## config.mk

```make
export PLATFORM = sky130hd
export DESIGN_NAME = serial_subtractor_i12_o7_flat
export DESIGN_NICKNAME = d
export VERILOG_FILES = /design/src/rtl/serial_subtractor_i12_o7_if.sv /design/src/rtl/serial_subtractor_i12_o7.sv /design/src/flat_wrapper.sv
export SDC_FILE = /design/constraint.sdc
export NUM_CORES = 1
export LEC_CHECK = 0
export ABC_AREA = 1
export BUFFER_PORTS_ARGS = -buffer_cell sky130_fd_sc_hd__buf_4
export CAP_MARGIN = 40
export CORE_MARGIN = 2
export CORE_UTILIZATION = 45
export DETAILED_ROUTE_END_ITERATION = 16
export PLACE_DENSITY_LB_ADDON = 0.25
export SYNTH_ARGS = -nofsm -noshare
export SYNTH_HDL_FRONTEND = slang
export SYNTH_SLANG_ARGS = --single-unit
```

## constraint.sdc

```tcl
create_clock -name clk -period 5.95 [get_ports clk]
set_input_delay 0.8925 -clock clk [delete_from_list [all_inputs] [get_ports clk]]
set_output_delay 0.8925 -clock clk [all_outputs]
set_load 0.1 [all_outputs]
```

## src/rtl/serial_subtractor_i12_o7_if.sv

```systemverilog
// Handshake bundle for the bit-serial subtractor.
//   in_valid/in_ready : operand bundle transfer (pi = {B, A})
//   out_valid/out_ready : result transfer (po = {borrow, diff})
// master: the producer of operands and consumer of results.
// slave : the subtractor itself.
interface serial_subtractor_i12_o7_if #(
    parameter int WIDTH = 6
);
    logic               in_valid;
    logic               in_ready;
    logic [2*WIDTH-1:0] pi;
    logic               out_valid;
    logic               out_ready;
    logic [WIDTH:0]     po;

    modport master (
        output in_valid,
        output pi,
        output out_ready,
        input  in_ready,
        input  out_valid,
        input  po
    );

    modport slave (
        input  in_valid,
        input  pi,
        input  out_ready,
        output in_ready,
        output out_valid,
        output po
    );
endinterface

```

## src/rtl/serial_subtractor_i12_o7.sv

```systemverilog
// Bit-serial unsigned subtractor. Captures A and B from one bundle, then
// resolves the borrow chain LSB-first, one bit per clock, and presents the
// (WIDTH+1)-bit two's-complement difference A-B.
// Ports:
//   clk  : single clock, rising edge
//   rst  : synchronous, active-high reset
//   bus  : slave side of the handshake bundle
//          pi[WIDTH-1:0] = A, pi[2*WIDTH-1:WIDTH] = B (unsigned)
//          po = {borrow, diff} = (A-B) mod 2^(WIDTH+1)
module serial_subtractor_i12_o7 #(
    parameter int WIDTH = 6
) (
    input  logic                          clk,
    input  logic                          rst,
    serial_subtractor_i12_o7_if.slave     bus
);
    localparam int CW = (WIDTH > 1) ? $clog2(WIDTH) : 1;
    localparam logic [CW-1:0] LAST_BIT = CW'(WIDTH - 1);

    typedef enum logic [1:0] {
        IDLE = 2'd0,
        RUN  = 2'd1,
        DONE = 2'd2
    } state_t;

    state_t           state_reg, state_next;
    logic [WIDTH-1:0] a_reg, a_next;
    logic [WIDTH-1:0] b_reg, b_next;
    logic [WIDTH-1:0] diff_reg, diff_next;
    logic             borrow_reg, borrow_next;
    logic [CW-1:0]    cnt_reg, cnt_next;
    logic [WIDTH:0]   po_reg, po_next;

    // One-hot select of the bit position currently being resolved.
    logic [WIDTH-1:0] bit_sel;
    logic             a_bit;
    logic             b_bit;
    logic             d_bit;
    logic             borrow_bit;
    logic [WIDTH-1:0] diff_run;

    generate
        for (genvar gi = 0; gi < WIDTH; gi++) begin : g_bit
            assign bit_sel[gi]  = (cnt_reg == CW'(gi));
            // Only the selected position takes the new difference bit.
            assign diff_run[gi] = bit_sel[gi] ? d_bit : diff_reg[gi];
        end
    endgenerate

    assign a_bit      = |(a_reg & bit_sel);
    assign b_bit      = |(b_reg & bit_sel);
    assign d_bit      = a_bit ^ b_bit ^ borrow_reg;
    assign borrow_bit = (~a_bit & b_bit) | (~(a_bit ^ b_bit) & borrow_reg);

    always_ff @(posedge clk) begin
        if (rst) begin
            state_reg  <= IDLE;
            a_reg      <= '0;
            b_reg      <= '0;
            diff_reg   <= '0;
            borrow_reg <= 1'b0;
            cnt_reg    <= '0;
            po_reg     <= '0;
        end else begin
            state_reg  <= state_next;
            a_reg      <= a_next;
            b_reg      <= b_next;
            diff_reg   <= diff_next;
            borrow_reg <= borrow_next;
            cnt_reg    <= cnt_next;
            po_reg     <= po_next;
        end
    end

    always_comb begin
        state_next  = state_reg;
        a_next      = a_reg;
        b_next      = b_reg;
        diff_next   = diff_reg;
        borrow_next = borrow_reg;
        cnt_next    = cnt_reg;
        po_next     = po_reg;
        case (state_reg)
            IDLE: begin
                if (bus.in_valid) begin
                    a_next      = bus.pi[WIDTH-1:0];
                    b_next      = bus.pi[2*WIDTH-1:WIDTH];
                    borrow_next = 1'b0;
                    cnt_next    = '0;
                    state_next  = RUN;
                end
            end
            RUN: begin
                diff_next   = diff_run;
                borrow_next = borrow_bit;
                cnt_next    = cnt_reg + CW'(1);
                if (cnt_reg == LAST_BIT) begin
                    // po is loaded only on DONE entry so it holds its last
                    // completed value during IDLE and RUN.
                    po_next    = {borrow_bit, diff_run};
                    state_next = DONE;
                end
            end
            DONE: begin
                if (bus.out_ready) begin
                    state_next = IDLE;
                end
            end
            default: begin
                state_next = IDLE;
            end
        endcase
    end

    assign bus.in_ready  = (state_reg == IDLE);
    assign bus.out_valid = (state_reg == DONE);
    assign bus.po        = po_reg;
endmodule

```

## src/flat_wrapper.sv

```systemverilog
// flat-port wrapper written by rule: the top's interface ports become plain ports
module serial_subtractor_i12_o7_flat 
#(
    parameter int WIDTH = 6
)
  (clk, rst, bus_in_valid, bus_pi, bus_out_ready, bus_in_ready, bus_out_valid, bus_po);
  serial_subtractor_i12_o7_if #(.WIDTH(WIDTH)) bus_i ();
  input  logic clk;
  input  logic rst;
  input wire logic [$bits(bus_i.in_valid)-1:0] bus_in_valid;
  input wire logic [$bits(bus_i.pi)-1:0] bus_pi;
  input wire logic [$bits(bus_i.out_ready)-1:0] bus_out_ready;
  output wire logic [$bits(bus_i.in_ready)-1:0] bus_in_ready;
  output wire logic [$bits(bus_i.out_valid)-1:0] bus_out_valid;
  output wire logic [$bits(bus_i.po)-1:0] bus_po;
  assign bus_i.in_valid = bus_in_valid;
  assign bus_i.pi = bus_pi;
  assign bus_i.out_ready = bus_out_ready;
  assign bus_in_ready = bus_i.in_ready;
  assign bus_out_valid = bus_i.out_valid;
  assign bus_po = bus_i.po;
  serial_subtractor_i12_o7 #(.WIDTH(WIDTH)) u_core (.clk(clk), .rst(rst), .bus(bus_i));
endmodule
```

==> key figures <==
Clocking
  • CTS Buf Count: 5
  • PostCTS Resize Cnt: 0
  • CTS Sinks: 30
  • Max clock buf depth: 2
  • Post-CTS setup buffers: 0
  • Reg clk slew, reported paths: approximately 0.1 ns
  • CTS Hold Buffers Added: 0
  • Root buf cell: clkbuf_4
  • Clock insertion delay at the later pin of the skew report: roughly 0.34 ns
  • CTS tree: done
  • H-tree depth: 2

Critical path
  • Worst EP required: approximately 6.2 ns
  • Crit path top cell by count: nand2_1
  • Worst-path maximum fanout: 8
  • Worst path cell trace: inv_2, ha_1, nand2_1, nand2_1, nor2_1, nand2_1, fa_1, nand3_1, a21oi_1, nor2_1
  • Slowest stage delay, CP: 0.59 ns
  • Critical Path AT: roughly 2.5 ns
  • Worst reg2reg path depth: 10
  • Worst Setup Start Kind: flop
  • CP max stage cell: fa_1
  • CP Class: reg2reg
  • CP endpoint kind: flop

Placed design
  • RePlAce Congestion: a little over 0.9
  • Port-buffer cells: 24
  • Setup WS pre-CTS: about 3.7 ns
  • Post-DP HPWL: around 2000 um

Floorplan
  • Cell Rows: 20
  • Boundary pin count: 25
  • Full die area: between 3000 and 4000 um2
  • Die H: about 60 um
  • Core area: about 3000 um2
  • Die W: between 60 and 70 um
  • Starting density of the core: 0.470

Routing
  • Vias per std cell: 4.50
  • Final ANT Viol Nets: 0
  • WL final: 2660 um
  • Wire per inst: 9.64 um
  • # DRC: 0
  • DR iter-0 viols: 80
  • Pre-antenna DRT Iters: 4
  • Via count: 1241

Synthesis
  • Synth Area per Inst: 6.94 um2
  • Synth Cell Area: roughly 1400 um2
  • Syn Inst Count: 205
  • Unique masters post-synth: 19
  • Post-synthesis sequential area ratio: 0.422
  • Post-Syn Nets: roughly 230
  • Synth Register Bits: 30
  • Synth warn: 0

STA
  • Period utilization: 0.382
  • Hold Vio Cnt, Final: 0
  • Setup tns final: 0 ns
  • Period minus WS final: 2.27 ns
  • Max Clock Skew: ~0.012 ns
  • Final setup viols: 0
  • Slew @ Worst Pin: 0.616 ns
  • Max Fclk: between 400 and 500 MHz
  • Max-slew violations: 0
  • Final WS setup: 3.68 ns
  • RSZ-0062 raised after global routing: no
  • Slew Limit Headroom: 0.589

Pwr
  • P_int: just under 0.3 mW
  • Clock share of power: 0.314
  • Switching power: between 0.1 and 0.15 mW
  • Pwr dens: approximately 250 nW/um2
  • Leakage: approximately 0.83 nW
  • Sequential power share: 0.530
  • Sw Ratio: 0.290
  • Gate power share: 0.156
  • Peak VDD IR: 163 uV

Min path
  • Hold WC Path Type: reg2reg
  • Hold path depth: 2

Final layout
  • Area delta synth->final: 18.3%
  • Nets: roughly 250
  • Final-layout fill cell count: about 320
  • Flip-flop count of the largest register after layout: 7
  • Fraction of layout instances using a drive strength above 1: 0.181
  • Antenna Cells: 0

Outcome
  • Outcome: finished clean

Global route
  • Largest net degree at the start of global routing: 26
  • Antenna violations before repair: 0
  • Gr ovfl total: 0
  • First-pass GRT wire length: ~4700 um
  • Tot GR Track Use: 0.175
  • Vias in the first global route: around 1100

Flow run
  • Max_cap viols: 0
==> worst max-delay path: cells and delay by family, from the launching register on <==
kind	cells	cell delay, ns
DFF	1	0.49
and+or+nand+nor	6	0.51
buffers and inverters	1	0.13
adders and majority gates	2	0.87
AOI/OAI and AO/OA	1	0.18
==> through the flow <==
stage | area, um2 | total power [mW] | instances | hold slack [ns] | util
3_3_place_gp | 1620 | 0.289 | 268 | 0.465 | 0.535
3_5_place_dp | 1620 | 0.289 | 268 | 0.472 | 0.535
5_1_grt | 1680 | 0.441 | 276 | 0.511 | 0.556
6_report | 1680 | 0.414 | 276 | 0.489 | 0.556
4_1_cts | 1680 | 0.418 | 276 | 0.492 | 0.556
2_1_floorplan | 1420 | 0.273 | 205 | 0.453 | -
==> cell usage in the layout (no fill, tap or decap), drive strengths merged <==
| master | n |
|---|---|
| nand3 | 7 |
| inv | 23 |
| clkbuf | 6 |
| nand2 | 48 |
| ha | 5 |
| clkinvlp | 1 |
| fa | 1 |
| buf | 24 |
| nor2 | 53 |
| a21oi | 12 |
| clkinv | 2 |
| o21ai | 20 |
| dfxtp | 30 |
==> layout make-up <==
class	instances	area [um2]	share of cell area
repair buffers	24	180	0.107
clock inverters	2	12.5	0.00743
well taps	44	55.1	0.0327
clock buffers	6	51.3	0.0305
flip-flops and latches	30	601	0.357
inverters	24	91.3	0.0543
multi-input cells	146	692	0.411
==> cells in the mapped netlist <==
library cell,n,area (um2)
nor2_1,50,188
nand2_1,45,169
dfxtp_1,30,601
inv_1,20,75.1
o21ai_0,20,100
a21oi_1,12,60.1
nand3_1,7,35.0
ha_1,5,62.6
inv_2,3,11.3
buf_6,2,22.5
nand2_4,2,22.5
nor2_4,2,22.5
buf_4,1,7.51
clkbuf_1,1,3.75
clkbuf_2,1,5.00
clkinv_2,1,5.00
fa_1,1,20.0
nand2_2,1,6.26
nor2_2,1,6.26
==> layer usage <==
metal	track usage	wire, um	part of all wire	up-vias
li1	-	-	-	683
met1	0.220	1300	0.49	521
met5	0	0	0	-
met4	0.0476	44	0.017	0
met2	0.275	1150	0.43	32
met3	0.0714	167	0.063	5
==> worst paths after layout <==
check	slack, ns	startpoint	end
max	3.68	u_core.cnt_reg[2]$_SDFFE_PP0P_	u_core.bus.po[0]$_SDFFE_PP0P_
min	0.49	u_core.bus.po[3]$_SDFFE_PP0P_	u_core.bus.po[3]$_SDFFE_PP0P_
max reg2reg	3.68	u_core.cnt_reg[2]$_SDFFE_PP0P_	u_core.bus.po[0]$_SDFFE_PP0P_
min reg2reg	0.49	u_core.bus.po[3]$_SDFFE_PP0P_	u_core.bus.po[3]$_SDFFE_PP0P_
==> cells by family after synthesis <==
logic type,after synthesis,synth area share
adders and majority gates,6,0.0580
AOI/OAI and AO/OA,32,0.113
and+or+nand+nor,108,0.316
buffers and inverters,29,0.0915
DFF,30,0.422
==> power by group through the flow <==
stage	Clock, mW	Sequential [mW]	Combinational, mW
global placement	0	0.224	0.0647
CTS	0.134	0.220	0.0654
finish	0.130	0.219	0.0645
detailed placement	0	0.224	0.0651
global route	0.145	0.221	0.0749
floorplan	0	0.222	0.0503
No activity file was read; power rests on OpenSTA's default activity.
